$ cat config.mk
export PLATFORM = sky130hd
export DESIGN_NAME = mem_port_arbiter
export DESIGN_NICKNAME = d
export VERILOG_FILES = /design/src/rtl/mem_port_arbiter.sv
export SDC_FILE = /design/constraint.sdc
export NUM_CORES = 1
export LEC_CHECK = 0
export CAP_MARGIN = 20
export CORE_ASPECT_RATIO = 1.25
export CORE_MARGIN = 5
export CORE_UTILIZATION = 32
export DETAILED_ROUTE_END_ITERATION = 10
export REMOVE_ABC_BUFFERS = 1
export SLEW_MARGIN = 20
export SYNTH_ARGS = -nofsm -noshare
export SYNTH_HDL_FRONTEND = slang
export SYNTH_SLANG_ARGS = --single-unit
$ cat constraint.sdc
create_clock -name clk -period 13.57 [get_ports clk]
set_clock_uncertainty 0.15 [all_clocks]
set_input_delay 1.357 -clock clk [delete_from_list [all_inputs] [get_ports clk]]
set_output_delay 1.357 -clock clk [all_outputs]
set_load 0.02 [all_outputs]
$ cat src/rtl/mem_port_arbiter.sv
// Round-robin arbiter sharing one memory port between instruction fetch and load/store.
// Latches the granted payload, waits for mem_ack or a timeout, then pulses done (and err on abort).
module mem_port_arbiter #(
   parameter int DATA_WIDTH = 32,
   parameter int ADDR_WIDTH = 32,
   parameter int TIMEOUT    = 255
) (
   input  logic                  clk,
   input  logic                  rst,
   input  logic                  if_req,
   input  logic [ADDR_WIDTH-1:0] if_addr,
   output logic [DATA_WIDTH-1:0] if_rdata,
   output logic                  if_done,
   input  logic                  d_req,
   input  logic                  d_we,
   input  logic [ADDR_WIDTH-1:0] d_addr,
   input  logic [DATA_WIDTH-1:0] d_wdata,
   input  logic [3:0]            d_be,
   output logic [DATA_WIDTH-1:0] d_rdata,
   output logic                  d_done,
   output logic                  mem_req,
   output logic                  mem_we,
   output logic [ADDR_WIDTH-1:0] mem_addr,
   output logic [DATA_WIDTH-1:0] mem_wdata,
   output logic [3:0]            mem_be,
   input  logic                  mem_ack,
   input  logic [DATA_WIDTH-1:0] mem_rdata,
   output logic                  err,
   output logic                  stall
);
   localparam int CNT_W = (TIMEOUT < 2) ? 1 : $clog2(TIMEOUT);
   localparam logic [CNT_W-1:0] CNT_LAST = CNT_W'(TIMEOUT - 1);

   typedef enum logic [1:0] {IDLE, IF_ACC, D_ACC, RESP} state_t;

   state_t                state_q, state_d;
   logic [CNT_W-1:0]      cnt_q, cnt_d;
   logic                  last_data_q, last_data_d;
   logic                  mem_req_q, mem_req_d;
   logic                  mem_we_q, mem_we_d;
   logic [ADDR_WIDTH-1:0] mem_addr_q, mem_addr_d;
   logic [DATA_WIDTH-1:0] mem_wdata_q, mem_wdata_d;
   logic [3:0]            mem_be_q, mem_be_d;
   logic [DATA_WIDTH-1:0] if_rdata_q, if_rdata_d;
   logic [DATA_WIDTH-1:0] d_rdata_q, d_rdata_d;
   logic                  if_done_q, if_done_d;
   logic                  d_done_q, d_done_d;
   logic                  err_q, err_d;
   logic                  grant_data;

   always_ff @(posedge clk or posedge rst) begin
      if (rst) begin
         state_q     <= IDLE;
         cnt_q       <= '0;
         last_data_q <= 1'b0;
         mem_req_q   <= 1'b0;
         mem_we_q    <= 1'b0;
         mem_addr_q  <= '0;
         mem_wdata_q <= '0;
         mem_be_q    <= '0;
         if_rdata_q  <= '0;
         d_rdata_q   <= '0;
         if_done_q   <= 1'b0;
         d_done_q    <= 1'b0;
         err_q       <= 1'b0;
      end else begin
         state_q     <= state_d;
         cnt_q       <= cnt_d;
         last_data_q <= last_data_d;
         mem_req_q   <= mem_req_d;
         mem_we_q    <= mem_we_d;
         mem_addr_q  <= mem_addr_d;
         mem_wdata_q <= mem_wdata_d;
         mem_be_q    <= mem_be_d;
         if_rdata_q  <= if_rdata_d;
         d_rdata_q   <= d_rdata_d;
         if_done_q   <= if_done_d;
         d_done_q    <= d_done_d;
         err_q       <= err_d;
      end
   end

   always_comb begin
      state_d     = state_q;
      cnt_d       = cnt_q;
      last_data_d = last_data_q;
      mem_req_d   = mem_req_q;
      mem_we_d    = mem_we_q;
      mem_addr_d  = mem_addr_q;
      mem_wdata_d = mem_wdata_q;
      mem_be_d    = mem_be_q;
      if_rdata_d  = if_rdata_q;
      d_rdata_d   = d_rdata_q;
      if_done_d   = 1'b0;
      d_done_d    = 1'b0;
      err_d       = 1'b0;
      // On a tie, data wins unless data was the previous grant.
      grant_data  = d_req & (~if_req | ~last_data_q);

      case (state_q)
         IDLE: begin
            if (if_req | d_req) begin
               mem_req_d   = 1'b1;
               cnt_d       = '0;
               last_data_d = grant_data;
               if (grant_data) begin
                  mem_we_d    = d_we;
                  mem_addr_d  = d_addr;
                  mem_wdata_d = d_wdata;
                  mem_be_d    = d_be;
                  state_d     = D_ACC;
               end else begin
                  mem_we_d   = 1'b0;
                  mem_addr_d = if_addr;
                  mem_be_d   = 4'b1111;
                  state_d    = IF_ACC;
               end
            end
         end
         IF_ACC, D_ACC: begin
            if (mem_ack || cnt_q == CNT_LAST) begin
               mem_req_d = 1'b0;
               err_d     = ~mem_ack;
               state_d   = RESP;
               if (state_q == IF_ACC) begin
                  if_done_d = 1'b1;
                  if (mem_ack) if_rdata_d = mem_rdata;
               end else begin
                  d_done_d = 1'b1;
                  if (mem_ack && !mem_we_q) d_rdata_d = mem_rdata;
               end
            end else begin
               cnt_d = cnt_q + 1'b1;
            end
         end
         RESP: state_d = IDLE;
         default: state_d = IDLE;
      endcase
   end

   assign mem_req   = mem_req_q;
   assign mem_we    = mem_we_q;
   assign mem_addr  = mem_addr_q;
   assign mem_wdata = mem_wdata_q;
   assign mem_be    = mem_be_q;
   assign if_rdata  = if_rdata_q;
   assign d_rdata   = d_rdata_q;
   assign if_done   = if_done_q;
   assign d_done    = d_done_q;
   assign err       = err_q;
   assign stall     = (if_req & ~if_done_q) | (d_req & ~d_done_q);

endmodule

Word level (Yosys, flattened, before mapping)
Cells that the tools add are included.
- register bits after elaboration: 148
- output and inout port bits: 138
- $add $sub $neg: 1
- equal/unequal tests: 7
- bitwise logic cells: 12
- reduce and logical (&&, ||, !) cells: 13
- muxes and demuxes: 21
- operators by type and width (cell ; count):
    32-bit 2-to-1 mux ; 1
    8-bit 2-to-1 mux ; 2
    8-bit one-hot mux with 2 select lines ; 1
    1-bit 2-to-1 mux ; 11
    3-bit AND reduction ; 3
    8-bit by 1-bit adder with 8-bit output (second input constant) ; 1
    8-bit == test (second input constant) ; 1
    4-bit AND reduction ; 2
    2-bit 2-to-1 mux ; 3
    2-bit inequality test (second input constant) ; 3
    1-bit inverter ; 6
    2-bit one-hot mux with 3 select lines ; 1
    2-bit == test (second input constant) ; 2
    4-bit 2-to-1 mux ; 1
    2-bit AND reduction ; 2
    1-bit bitwise AND ; 3
    1-bit OR ; 3
    2-bit by 1-bit == test with 1-bit output (second input constant) ; 1
    2-bit logical NOT ; 1
    1-bit one-hot mux with 2 select lines ; 1
    2-bit nonzero test ; 1
    2-bit OR reduction ; 1
    1-bit logical AND ; 1
    1-bit logical NOT ; 1
    1-bit logical OR ; 1

Logic depth before layout (Yosys ltp)
Gate-level depths: netlist (run 1).
- depth in word-level cells: 6
- gate-level depth with buffers: 8
- gate-level depth less buffers: 6

Worst setup path after synthesis (run 1)
OpenSTA, ideal clock, no wires.
- path kind: in2out
- start point: input port if_req
- end point: output port stall
- cell stages on the path: 2
- required time: 12.063 ns
- arrival: 1.750 ns
- path slack: 10.313 ns
- cells stage by stage: inv_1 o22ai_1
- longest elaborated chain between the ends: 2
- ends and longest elaborated chain (element ; line ; source):
    from (decl) ; 10 ; input logic if_req,
    1-bit bitwise AND ; 151 ; assign stall = (if_req & ~if_done_q) | (d_req & ~d_done_q);
    1-bit OR ; 151 ;
    to (decl) ; 29 ; output logic stall
Every way passes these cells.

Final worst setup path (run 1)
Ends and elaborated chain as after synthesis.

==> flow_summary.toml, run 1 <==
[layout]
insertedDiodeCount = 0
nets = 935
postLayoutCellArea_sq_um = 9617
stdcell_count = 1038
nFillCells = 1714
drive_gt1_frac = 0.1315
final_cell_mix = "275 x clkdlybuf4s50_1, 148 x dfrtp_1, 140 x nand2_1"
final_util = 0.5121
area_delta_synth_final_pct = 57.99
layout_commonest_cell = "clkdlybuf4s50_1"

[timing]
relSlewSlack = 0.4493
tns_ns = 0
min_period_ns = 4.429
drv_slew = 0
rsz0062_at_grt = "no"
worstMarginPinSlew_ns = 0.8261
period_share = 0.3264
setup_viol = 0
hold_viol_final = 0
max_freq_mhz = 225.8

[worst_setup_path]
crit_slowest_cell = "clkdlybuf4s50_1"
cp_num_buf_inv = 3
crit_path_end_kind = "output port"
cpMostUsedCell = "clkdlybuf4s50_1"
cp_top_family = "buffers and inverters"
critPathKind = "in2out"
crit_arrival_ns = 2.92
crit_fanout = 6
path_cells = "clkdlybuf4s50_1, inv_1, o22ai_1, clkdlybuf4s50_1"
start_kind = "input port"
cp_data_required_time_ns = 12.06
max_stage_delay_ns = 0.69

[die]
core_area_sq_um = 18780
rows = 56
die_w_um = 133.4
dieArea_sq_um = 21900
dieHeight_um = 164.2
io_pins = 276
start_util = 0.3242

[logic_synthesis]
synth.avg_cell_area_sq_um = 11.73
yosysWarnings = 0
synth_flop_cell = "dfrtp_1"
ys_seq_area_frac = 0.6084
synth-edff-count = 0
ys_ff_latch = 148
yosys.area.top_type_share = 0.6084
synth_area_leaders = "dfrtp_1 61%, mux2_2 12%, nand2_1 8.6%"
async_reset_ff_frac = 1.000
ys_types = 41
synthCells = 519
synth_area_sq_um = 6087
synth_area_leader_cell = "dfrtp_1"

[flow_run]
cap_violations = 0

[global_routing]
grt_pass1_vias = 5139
grt_usage = 0.1627
antenna_found_initial = 0
grt_max_degree = 83
grt_pass1_wl_um = 27950
overflow = 0

[drt]
dr.pass1.iters = 4
wirelength_um = 17720
wl_per_cell_um = 17.07
drtIter0Drc = 142
remaining_drc_errors = 0
vias = 4815
via_per_inst = 4.639
final_antenna_net_count = 0

[place]
hpwl_um = 13460
post-place-cells = 1006
place_area_sq_um = 9069
io_buffers = 275
gp_congestion = 0.8018

[pwr]
p_per_area_nw_per_um2 = 242.9
p_leak_nw = 4.211
ir_worst_vdd_uv = 87.90

[clock_tree]
clk_pin_slew_worst_paths_ns = 0.06
cts.repair.resized = 0
post-cts-setup-buffers = 0
numCtsBuffers = 17
clockRootBuffer = "clkbuf_16"
cts_tree = "built"
h-tree-depth = 4
worstSkewPairLatency_ns = 0.40
cts_sinks = 148
cts_max_path_buffers = 2
cts_hold_buf = 0

[outcome]
status = "finished, final reports clean"

[min_path]
hold_class = "reg2reg"
## through the flow
stage / hold slack, ns / setup WS (ns) / total power, mW
after floorplan: 0.2971 / 7.935 / 1.353
after global placement: 0.3066 / 9.158 / 1.905
after detailed placement: 0.3113 / 9.137 / 1.932
after CTS: 0.3265 / 9.136 / 2.374
after global routing: 0.3552 / 9.066 / 2.482
final: 0.3209 / 9.141 / 2.336
## cells in the mapped netlist (all sizes together), types with 2 or more instances
master and count:
a21oi 2, and2 2, nand4 4, o31ai 3
nand3 5, mux2 65, nand2 140, buf 19
nand2b 3, clkbuf 8, o21ai 41, ha 4
nor2b 2, nor2 9, mux2i 33, and3 2
a22o 2, o22a 6, inv 6, dfrtp 148
## worst reg2reg max path: cells and delay by family (launching register included)
| kind | cells | cell delay (ns) |
|---|---|---|
| adder cells (fa/ha/maj) | 1 | 0.59 |
| buffers and inverters | 2 | 0.49 |
| flip-flops | 1 | 0.37 |
| multiplexers | 1 | 0.43 |
| AND/OR/NAND/NOR | 1 | 0.28 |
## cells by family (layout without fill, tap and decap cells)
family,after synthesis,count (layout),synth area share
compound gates,61,61,0.05961
xor+xnor,1,1,0.001439
fa+ha+maj,4,4,0.008222
buf+inv,33,320,0.02939
flops,148,148,0.6084
mux,98,98,0.1745
simple gates,174,174,0.1184
## power by group
group | switching [mW] | total (mW) | internal (mW)
clock | 0.181 | 0.430 | 0.249
sequential | 0.114 | 0.766 | 0.652
combinational | 0.576 | 1.14 | 0.564
## per-layer routing
| metal | vias up | track usage | wire, um |
|---|---|---|---|
| met5 | - | 0 | 0 |
| met4 | 0 | 0.06455 | 399 |
| met3 | 23 | 0.05729 | 1569 |
| met2 | 226 | 0.2701 | 8430 |
| met1 | 2261 | 0.1941 | 7316 |
| li1 | 2305 | - | - |
## cell type report
cell class                      count  area, sq um  share of cell area
Sequential cell                   148         3704              0.3851
Clock buffer                       22        474.2             0.04931
Inverter                            6        27.53            0.002862
Tap cell                          232        290.3             0.03018
Clock inverter                     10        73.82            0.007676
Timing Repair Buffer              282         2805              0.2917
Multi-Input combinational cell    338         2242              0.2332
## flip-flops by register name, summed over array words and instances, names as in the netlist, 2 cells and up
name and cells:
d_rdata 32, if_rdata 32, mem_addr 32, mem_wdata 32, cnt_q 8, mem_be 4, state_q 2
## worst paths after layout
path / start / end / slack, ns / cells after the start
min in group asynchronous: rst / d_rdata[23] / 1.32 / 2
max in group asynchronous: rst / if_done / 10.64 / 3
max reg2reg: state_q[0] / d_rdata[30] / 11.15 / 5
min reg2reg: mem_wdata[8] / mem_wdata[8] / 0.32 / 2
min: mem_wdata[8] / mem_wdata[8] / 0.32 / 2
max: if_req / stall / 9.14 / 4
Power figures use the tool's default switching activity.
==> run 2, diff against run 1 <==
==> constraint.sdc (replaced) <==
create_clock -name clk -period 4.6 [get_ports clk]
set_clock_uncertainty 0.15 [all_clocks]
set_input_delay 0.46 -clock clk [delete_from_list [all_inputs] [get_ports clk]]
set_output_delay 0.46 -clock clk [all_outputs]
set_load 0.02 [all_outputs]
==> flow_summary.toml, run 2 (same netlist as run 1, synthesis figures left out) <==
[drt]
via_per_inst = 4.618
remaining_drc_errors = 0
final_antenna_net_count = 0
wl_per_cell_um = 17.06
drtIter0Drc = 163
dr.pass1.iters = 6
wirelength_um = 17690
vias = 4789

[outcome]
status = "finished, final reports clean"

[pwr]
power_switching_share = 0.3701
p_leak_nw = 4.258
pwr-share-clk = 0.208
p_per_area_nw_per_um2 = 730.3
design_power_total_mw = 7.083
pwr-share-seq = 0.319
p_sw_mw = 2.621
internal_power_mw = 4.462
ir_worst_vdd_uv = 263.7
power_frac_comb = 0.473

[worst_setup_path]
crit_arrival_ns = 2.07
crit_path_end_kind = "output port"
cpMostUsedCell = "clkdlybuf4s50_1"
path_cells = "clkdlybuf4s50_1, inv_1, o22ai_1, clkdlybuf4s50_1"
cp_data_required_time_ns = 3.99
max_stage_delay_ns = 0.68
crit_slowest_cell = "clkdlybuf4s50_1"
cp_num_buf_inv = 3
crit_start = "if_req"
start_kind = "input port"
crit_fanout = 6
cp_top_family = "buffers and inverters"
reg2reg_from = "state_q[0]"
critPathKind = "in2out"

[die]
dieHeight_um = 164.2
die_w_um = 133.4
io_pins = 276
core_area_sq_um = 18780
start_util = 0.3242
rows = 56
dieArea_sq_um = 21900

[layout]
stdcell_count = 1037
layout_commonest_cell = "clkdlybuf4s50_1"
area_delta_synth_final_pct = 59.34
nets = 934
final_util = 0.5165
insertedDiodeCount = 0
final_cell_mix = "275 x clkdlybuf4s50_1, 148 x dfrtp_1, 139 x nand2_1"
postLayoutCellArea_sq_um = 9699
drive_gt1_frac = 0.1342

[clock_tree]
cts_tree = "built"
cts.repair.resized = 0
h-tree-depth = 4
numCtsBuffers = 17
worstSkewPairLatency_ns = 0.41
post-cts-setup-buffers = 0
cts_hold_buf = 0
clockRootBuffer = "clkbuf_16"
cts_sinks = 148
clk_pin_slew_worst_paths_ns = 0.06
cts_max_path_buffers = 2

[timing]
hold_viol_final = 0
setup_viol = 0
drv_slew = 0
setup_slack_ns = 1.918
timing.hold.ws_ns = 0.3236
tns_ns = 0
min_period_ns = 2.682
worstMarginPinSlew_ns = 0.7981
period_share = 0.5831
relSlewSlack = 0.4679
max_freq_mhz = 372.8
rsz0062_at_grt = "no"

[global_routing]
grt_usage = 0.1623
grt_pass1_wl_um = 27830
antenna_found_initial = 0
grt_pass1_vias = 5107
grt_max_degree = 118
overflow = 0

[place]
post-place-cells = 1005
pre_cts_slack_ns = 1.648
hpwl_um = 13460
place_area_sq_um = 9064
io_buffers = 275
gp_congestion = 0.7939

[min_path]
hold_class = "reg2reg"
holdCritStartpoint = "mem_addr[23]"

[flow_run]
cap_violations = 0
## run 2: cell count changes in the layout (fill, tap and decap cells not counted), moves of 2 or more
cell and change:
bufinv_16 +3, clkbuf_1 -2, clkbuf_8 -3, clkinv_2 -2
clkinvlp_4 -3, inv_6 +3, inv_8 +4
## run 2: path summary, 6_finish.rpt
check                               endpoint  slack, ns  cells past startpoint
worst max-delay path                   stall       1.92                      4
worst min-delay path            mem_addr[23]       0.32                      2
worst max register to register   d_rdata[14]       2.15                      5
worst min register to register  mem_addr[23]       0.32                      2
max in group asynchronous          mem_be[3]       2.90                      3
min in group asynchronous         d_rdata[9]       0.47                      2
## run 2: worst register-to-register path: stages, from the launching register on
cell	delay (ns)
dfrtp_1	0.38
inv_1	0.05
ha_1	0.61
nor4bb_4	0.28
buf_4	0.43
mux2_2	0.43
## run 2: cell type report
class                   instances  area, sq um
clock buffers                  17        425.4
clock inverters                15        207.7
fillers                      1669         9079
multi-input cells             338         2245
well taps                     232        290.3
repair buffers                281         2798
inverters                       6        30.03
flip-flops and latches        148         3704
## run 2: power groups by stage
stage               logic, mW  clock network [mW]  registers [mW]
floorplan                1.03                   0            2.96
global placement         3.35                   0            2.27
detailed placement       3.40                   0            2.28
CTS                      3.40                1.51            2.27
global route             3.60                1.57            2.35
finish                   3.35                1.47            2.26
## run 2: routing by layer
metal	GRT usage	share of wire
met3	0.06832	0.094
met4	0.05192	0.015
met1	0.1892	0.41
met5	0	0
met2	0.2724	0.48
